<file path="src/rtl/seg_display_driver.sv">
// Multiplexed 8-digit seven-segment driver: holds a 32-bit display value,
// scans one hex digit per SCAN_DIV cycles and drives registered digit/segment buses.
module seg_display_driver #(
  parameter int SCAN_DIV = 100000,
  parameter bit BLANK_LZ = 1'b1
) (
  input  logic        clk,
  input  logic        rst_n,
  input  logic        SegCtrl,
  input  logic [31:0] write_data,
  output logic [7:0]  seg_en,
  output logic [7:0]  seg_out,
  output logic [31:0] seg_rdata
);

  localparam int PW = (SCAN_DIV > 2) ? $clog2(SCAN_DIV) : 1;

  logic [31:0]   r_value;
  logic [PW-1:0] r_presc;
  logic [2:0]    r_digit;
  logic [7:0]    r_seg_en;
  logic [7:0]    r_seg_out;

  logic          w_tick;
  logic [31:0]   w_shifted;
  logic [3:0]    w_nibble;
  logic          w_blank;
  logic [7:0]    w_en_next;
  logic [7:0]    w_out_next;

  function automatic logic [6:0] hex7(input logic [3:0] n);
    logic [6:0] s;
    case (n)
      4'h0: s = 7'h3F;
      4'h1: s = 7'h06;
      4'h2: s = 7'h5B;
      4'h3: s = 7'h4F;
      4'h4: s = 7'h66;
      4'h5: s = 7'h6D;
      4'h6: s = 7'h7D;
      4'h7: s = 7'h07;
      4'h8: s = 7'h7F;
      4'h9: s = 7'h6F;
      4'hA: s = 7'h77;
      4'hB: s = 7'h7C;
      4'hC: s = 7'h39;
      4'hD: s = 7'h5E;
      4'hE: s = 7'h79;
      default: s = 7'h71;
    endcase
    return s;
  endfunction

  assign w_tick = (r_presc == PW'(SCAN_DIV - 1));

  // Shifting the current digit down to bit 0 gives both its nibble and,
  // through the remaining upper bits, the leading-zero test in one step.
  always_comb begin
    w_shifted  = r_value >> {r_digit, 2'b00};
    w_nibble   = w_shifted[3:0];
    w_blank    = BLANK_LZ && (r_digit != 3'd0) && (w_shifted == 32'd0);
    w_en_next  = 8'h00;
    w_out_next = 8'h00;
    if (!w_blank) begin
      w_en_next  = 8'h01 << r_digit;
      w_out_next = {1'b0, hex7(w_nibble)};
    end
  end

  always_ff @(posedge clk or negedge rst_n) begin
    if (!rst_n) begin
      r_value   <= 32'd0;
      r_presc   <= '0;
      r_digit   <= 3'd0;
      r_seg_en  <= 8'h00;
      r_seg_out <= 8'h00;
    end else begin
      if (SegCtrl) begin
        r_value <= write_data;
      end
      if (w_tick) begin
        r_presc <= '0;
        r_digit <= r_digit + 3'd1;
      end else begin
        r_presc <= r_presc + PW'(1);
      end
      r_seg_en  <= w_en_next;
      r_seg_out <= w_out_next;
    end
  end

  assign seg_en    = r_seg_en;
  assign seg_out   = r_seg_out;
  assign seg_rdata = r_value;

endmodule

</file>
<file path="config.mk">
export PLATFORM = sky130hd
export DESIGN_NAME = seg_display_driver
export DESIGN_NICKNAME = d
export VERILOG_FILES = /design/src/rtl/seg_display_driver.sv
export SDC_FILE = /design/constraint.sdc
export NUM_CORES = 1
export LEC_CHECK = 0
export BUFFER_PORTS_ARGS = -buffer_cell sky130_fd_sc_hd__buf_2
export CAP_MARGIN = 10
export CELL_PAD_IN_SITES_DETAIL_PLACEMENT = 1
export CELL_PAD_IN_SITES_GLOBAL_PLACEMENT = 1
export CORE_AREA = 2 2 94 96
export CTS_CLUSTER_DIAMETER = 40
export CTS_CLUSTER_SIZE = 28
export DETAILED_ROUTE_END_ITERATION = 6
export DIE_AREA = 0 0 96 98
export GPL_TIMING_DRIVEN = 0
export PLACE_DENSITY = 0.82
export SKIP_LAST_GASP = 1
export SLEW_MARGIN = 20
export SYNTH_ARGS = -nofsm -noshare
export SYNTH_HDL_FRONTEND = slang
export SYNTH_SLANG_ARGS = --single-unit
</file>
<file path="constraint.sdc">
create_clock -name clk -period 3.6 [get_ports clk]
set_clock_uncertainty 0.1 [all_clocks]
set_input_delay 0.54 -clock clk [delete_from_list [all_inputs] [get_ports clk]]
set_output_delay 0.54 -clock clk [all_outputs]
set_load 0.005 [all_outputs]
</file>
# After elaboration in Yosys (flattened, before gate mapping)
# Memories as Yosys holds them, arrays and structs flattened.
# Cells that the tools add are included.
[classes]
n_lt_le_gt_ge = 0
n_bitwise = 0
div_mod_pow = 0
n_eq_ne = 1
multipliers = 0
n_shift = 2
reduce_logical = 3
add_sub_neg = 2
n_mux = 3
[op_table]
columns = ["operator", "n"]
rows = [
  ["logical NOT 32 bit", 1],
  [">> shifter 32 x 5 -> 32 bit", 1],
  ["adder 17 x 1 -> 17 bit (second input constant)", 1],
  ["equality test 17 bit (second input constant)", 1],
  ["2-to-1 mux 17 bit", 1],
  ["2-to-1 mux 8 bit", 1],
  ["<< shifter 1 x 3 -> 8 bit (first input constant)", 1],
  ["2-to-1 mux 7 bit", 1],
  ["adder 3 x 1 -> 3 bit (second input constant)", 1],
  ["nonzero test 3 bit", 1],
  ["logical AND 1 bit", 1],
]
[word_totals]
output_inout_bits = 48
elab_cells = 17
mem_bits_rw = 0
input_bits = 35
mem_bits_ro = 112
mem_count = 1
latchBits = 0
ff_bits = 67
[memory_table]
columns = ["name", "words", "width", "rd", "rd_clocked_by_memory_dff", "wr", "line_no", "rtl"]
rows = [
  ["(no name shown)", 16, 7, 1, 0, 0, "33", "case (n)"],
]

# Depth between registers and ports, before layout
[depth]
ltp_word = 4
ltp_mapped = 10
mapped_depth_nobuf = 8

# Worst setup path after synthesis
# OpenSTA, ideal clock, no wires.
[synth_path]
path_kind = "reg2reg"
from = "register r_digit[0]"
to = "register r_seg_out[3], in the netlist seg_out[3]"
setup_slack_ns = 0.945
path_buffers = 3
period_less_slack_ns = 2.655
stages_incl_launch_ff = 10
setup_time_ns = 0.145
t_required_ns = 3.355
arrival_ns = 2.410
path_cell_list = "dfrtp_1 buf_6 buf_8 mux4_1 mux2i_1 ha_1 o21ai_0 nor4_4 buf_6 a32oi_1"
[synth_between]
elab_chain_len = 4
elab_cells_between_ends = 6
classes_between = "shift (1); mux (1); reduce/logical (3); memory (1)"
[synth_lines]
columns = ["element", "line_no", "rtl"]
rows = [
  ["start, declared", "20", "logic [2:0] r_digit;"],
  ["start signal, assigned", "83", "r_digit <= r_digit + 3'd1;"],
  ["branches (longest 3 deep; another with memory read (16 x 7 bit))", "-", ""],
  ["2-to-1 mux 7 bit *", "64", "if (!w_blank) begin"],
  ["named net w_out_next[3]", "29", "logic [7:0] w_out_next;"],
  ["end signal, assigned", "88", "r_seg_out <= w_out_next;"],
  ["end, declared", "22", "logic [7:0] r_seg_out;"],
]
# Mark *: on every way through the listed nets, which the timed path passes.
# A chain may end at the register's enable or synchronous reset.

# Final worst setup path
# Same ends and word-level chain as after synthesis.

==> summary.md <==
| Metric | Value |
|---|---|
| Combinational family with the most area after synthesis | `multiplexers` |
| Initial core utilization | `0.418` |
| Clock latency at the later pin of the worst-skew pair | `~0.35 ns` |
| Most frequently used cell type in the post-synthesis netlist | `dfrtp_1` |
| Count of buffer and inverter cells on the critical path | `3` |
| Synth Area in XOR/XNOR | `0.0396` |
| Final routed wirelength across all metal layers | `8360 µm` |
| Synth Instances | `slightly below 300` |
| Cell type contributing the most total cell area after synthesis | `dfrtp_1` |
| Share of async-settable or async-resettable flops after synthesis | `1.00` |
| Number of instances resized during post-cts repair | `0` |
| Data required time of the critical path | `3.70 ns` |
| Leading post-synthesis cells by cell area | `dfrtp_1 47%, mux2_2 11%, mux4_1 4.5%` |
| Drt pass-1 iters | `5` |
| CTS tree | `yes` |
| Overall routing resource usage | `0.199` |
| Yosys warnings | `0` |
| Clock period minus worst slack | `3.05 ns` |
| Average cell area after synthesis | `approximately 12 µm²` |
| Count of clock tree sinks | `between 60 and 70` |
| Worst reg-to-reg path cell count | `9` |
| Post-synthesis cell area | `3540 µm²` |
| Number of synthesized register bits | `67` |
| Critical Path Sink Type | `flip-flop` |
| Diodes inserted | `0` |
| Total negative slack for setup checks | `0 ns` |
| Post-synthesis share of cell area spent on full adders, half adders and majority gates | `0.0424` |
| Result of the run | `finished clean` |
| Max Clock Freq | `between 300 and 400 MHz` |
| Reg-to-reg startpoint | `r_digit[0]` |
| R2R setup slack | `between 0.5 and 0.6 ns` |
| Leakage power | `1.97 nW` |
| Initial drt markers | `67` |
| Synth Area in Compound Gates | `0.0845` |
| Distinct cell type count of the synthesized netlist | `47` |
| DIE WIDTH | `96 µm` |
| Reg clk slew, reported paths | `0.07 ns` |
| Total power | `1.81 mW` |
| Port Buf Inserts | `80` |
| Area share of and/or/nand/nor cells after synthesis | `0.104` |
| Peak supply drop | `0.264 mV` |
| Slowest cell on the critical path | `mux4_1` |
| PwrDens | `417 nW/µm²` |
| Proportion of synthesized chip area in sequential cells | `0.473` |
| Startpoint class of the critical path | `flip-flop` |
| Routability Congestion | `0.884` |
| Slew of the pin with the lowest slew margin | `0.625 ns` |
| Buffer cell driving the clock tree root | `clkbuf_8` |
| DR DRC count | `0` |
| Critical Path Most Common Cell | `buf_6` |
| CTS Hold Buffers Added | `1` |
| Standard-cell row count | `34` |
| DIE HEIGHT | `between 90 and 100 µm` |
| Layout cell share with drive strength beyond 1 | `0.388` |
| Leftover overflow at the end of global routing | `0` |
| Critical Path, Cell by Cell | `buf_6 > buf_8 > mux4_1 > mux2i_1 > ha_1 > o21ai_0 > nor4_4 > buf_6 > a32oi_1` |
| Setup repair after global routing missed its margin | `no` |
| Crit path arrival time | `3.15 ns` |
| Area inside the core boundary | `8470 µm²` |
| Reported max-cap violation count | `0` |
| Longest individual stage delay on the worst path | `0.54 ns` |
| Worst hold endpoint | `seg_rdata[27]` |
| Fraction of synthesized area in multiplexers | `0.208` |
| TritonCTS buffer count | `9` |
| Maximum number of pins on one net before global-route repair | `between 40 and 50` |
| Worst min-delay path startpoint | `write_data[27]` |
| Final Net Count | `429` |
| Main flop type after synthesis | `dfrtp_1` |
| Average via count per standard cell | `5.34` |
| Slew margin rel. | `0.580` |
| Top cells by count, synth | `67 x dfrtp_1, 34 x mux2_2, 22 x nor2_1, 13 x inv_1, 12 x ha_1` |
| Instance count along the most critical hold path | `2` |
| Number of pins with negative max-slew slack in the final report | `0` |
| Reg2Reg Capture Point | `seg_out[3]` |
| Post-route setup slack | `0.554 ns` |
| H-tree lvl count | `3` |
| Maximum clock path buffer count | `2` |
| Via count of the first global-routing pass | `2,897` |
| Maximum fanout along the worst path | `10` |
| Layout overhead on the synthesized area | `22.2%` |
| Setup Slack @ Placement | `approximately 0.52 ns` |
| Area fraction of the dominant cell type after synthesis | `0.473` |
| Crit Path Category | `reg -> reg` |
| HPWL after DPL | `6390 µm` |
| EDFF count, synth | `0` |
| Final Hold Violating Endpoints | `0` |
| Die footprint | `9410 µm²` |
| Routed via count | `2,641` |
| Wire length per cell | `16.9 µm` |
| Number of failing setup endpoints in the final timing report | `0` |
| Worst Hold Class | `in -> reg` |
| Count of nets left with antenna violations after detail routing | `0` |
| Setup repair bufs after CTS | `0` |
| CP delay by family, top | `multiplexers` |
| Post-Synthesis Net Count | `336` |
| Initial antenna violation count | `0` |
| First-pass GRT wire length | `14,600 µm` |
| Part of the cycle the worst path needs | `0.846` |
| Number of top-level pins | `83` |
[flip-flops by register name (all words and copies together) (netlist names)]
name       flops
r_digit        3
r_presc       17
seg_out        7
seg_rdata     32
seg_en         8
[layout make-up]
type / count / area [µm²]
Fill cell: 931 / 4140
Multi-Input combinational cell: 192 / 1700
Sequential cell: 67 / 1680
Timing Repair Buffer: 82 / 433
Clock buffer: 12 / 145
Tap cell: 108 / 135
Buffer: 16 / 111
Clock inverter: 4 / 73.8
Inverter: 14 / 52.6
[cells by family after synthesis]
kind of cell | count (synthesis)
multiplexers | 51
adder cells (fa/ha/maj) | 12
XOR/XNOR | 16
other | 1
AO/OA/AOI/OAI | 42
buffers and inverters | 30
flip-flops | 67
AND/OR/NAND/NOR | 70
[cells in the final DEF, fill, tap and decap left out, drive strengths merged, types with 2 or more instances in the layout]
cell	count
buf	94
dfrtp	67
mux2	34
nor2	22
clkbuf	15
inv	14
ha	12
mux4	10
xnor2	9
nor4	9
nand3	8
nand2	8
a31oi	8
xor2	7
o21ai	7
nor3	7
mux2i	7
nand4	6
a21oi	6
a311oi	4
a211oi	4
a22o	3
or3	2
and3	2
nor2b	2
a32oi	2
nor3b	2
bufinv	2
clkinv	2
[worst register-to-register path: cells and delay by family, from the launching register on]
kind	cells	cell delay [ns]
multiplexers	2	0.88
flip-flops	1	0.41
buffers and inverters	3	0.51
AND/OR/NAND/NOR	1	0.40
AO/OA/AOI/OAI	2	0.29
adder cells (fa/ha/maj)	1	0.31
[metal layers]
metal	vias up	global-route usage	part of all wire
met4	0	0.0736	0.018
met2	98	0.295	0.47
li1	1261	-	-
met3	14	0.0540	0.057
met1	1268	0.278	0.46
met5	-	0	0
[worst max-delay path by stage]
stage                     from    endpoint  cells past startpoint
floorplan           r_digit[0]  seg_out[3]                      9
global placement    r_digit[0]  seg_out[3]                      9
detailed placement  r_digit[0]  seg_out[3]                      9
CTS                 r_digit[0]  seg_out[3]                      9
global route        r_digit[0]  seg_out[2]                      9
finish              r_digit[0]  seg_out[3]                      9
[through the flow]
stage | hold WS [ns] | cells | util | area (µm²)
after floorplan | 0.144 | 289 | - | 3540
after detailed placement | 0.374 | 478 | 0.484 | 4100
final | 0.317 | 495 | 0.511 | 4330
after global placement | 0.379 | 477 | 0.482 | 4080
after CTS | 0.305 | 495 | 0.511 | 4330
after global routing | 0.313 | 495 | 0.511 | 4330
[where the power goes]
part,switching [mW],total (mW),internal [mW]
Combinational,0.124,0.262,0.138
Sequential,0.0497,0.852,0.802
Clock,0.283,0.693,0.410
Note: power is estimated with default switching activity, not from simulation.
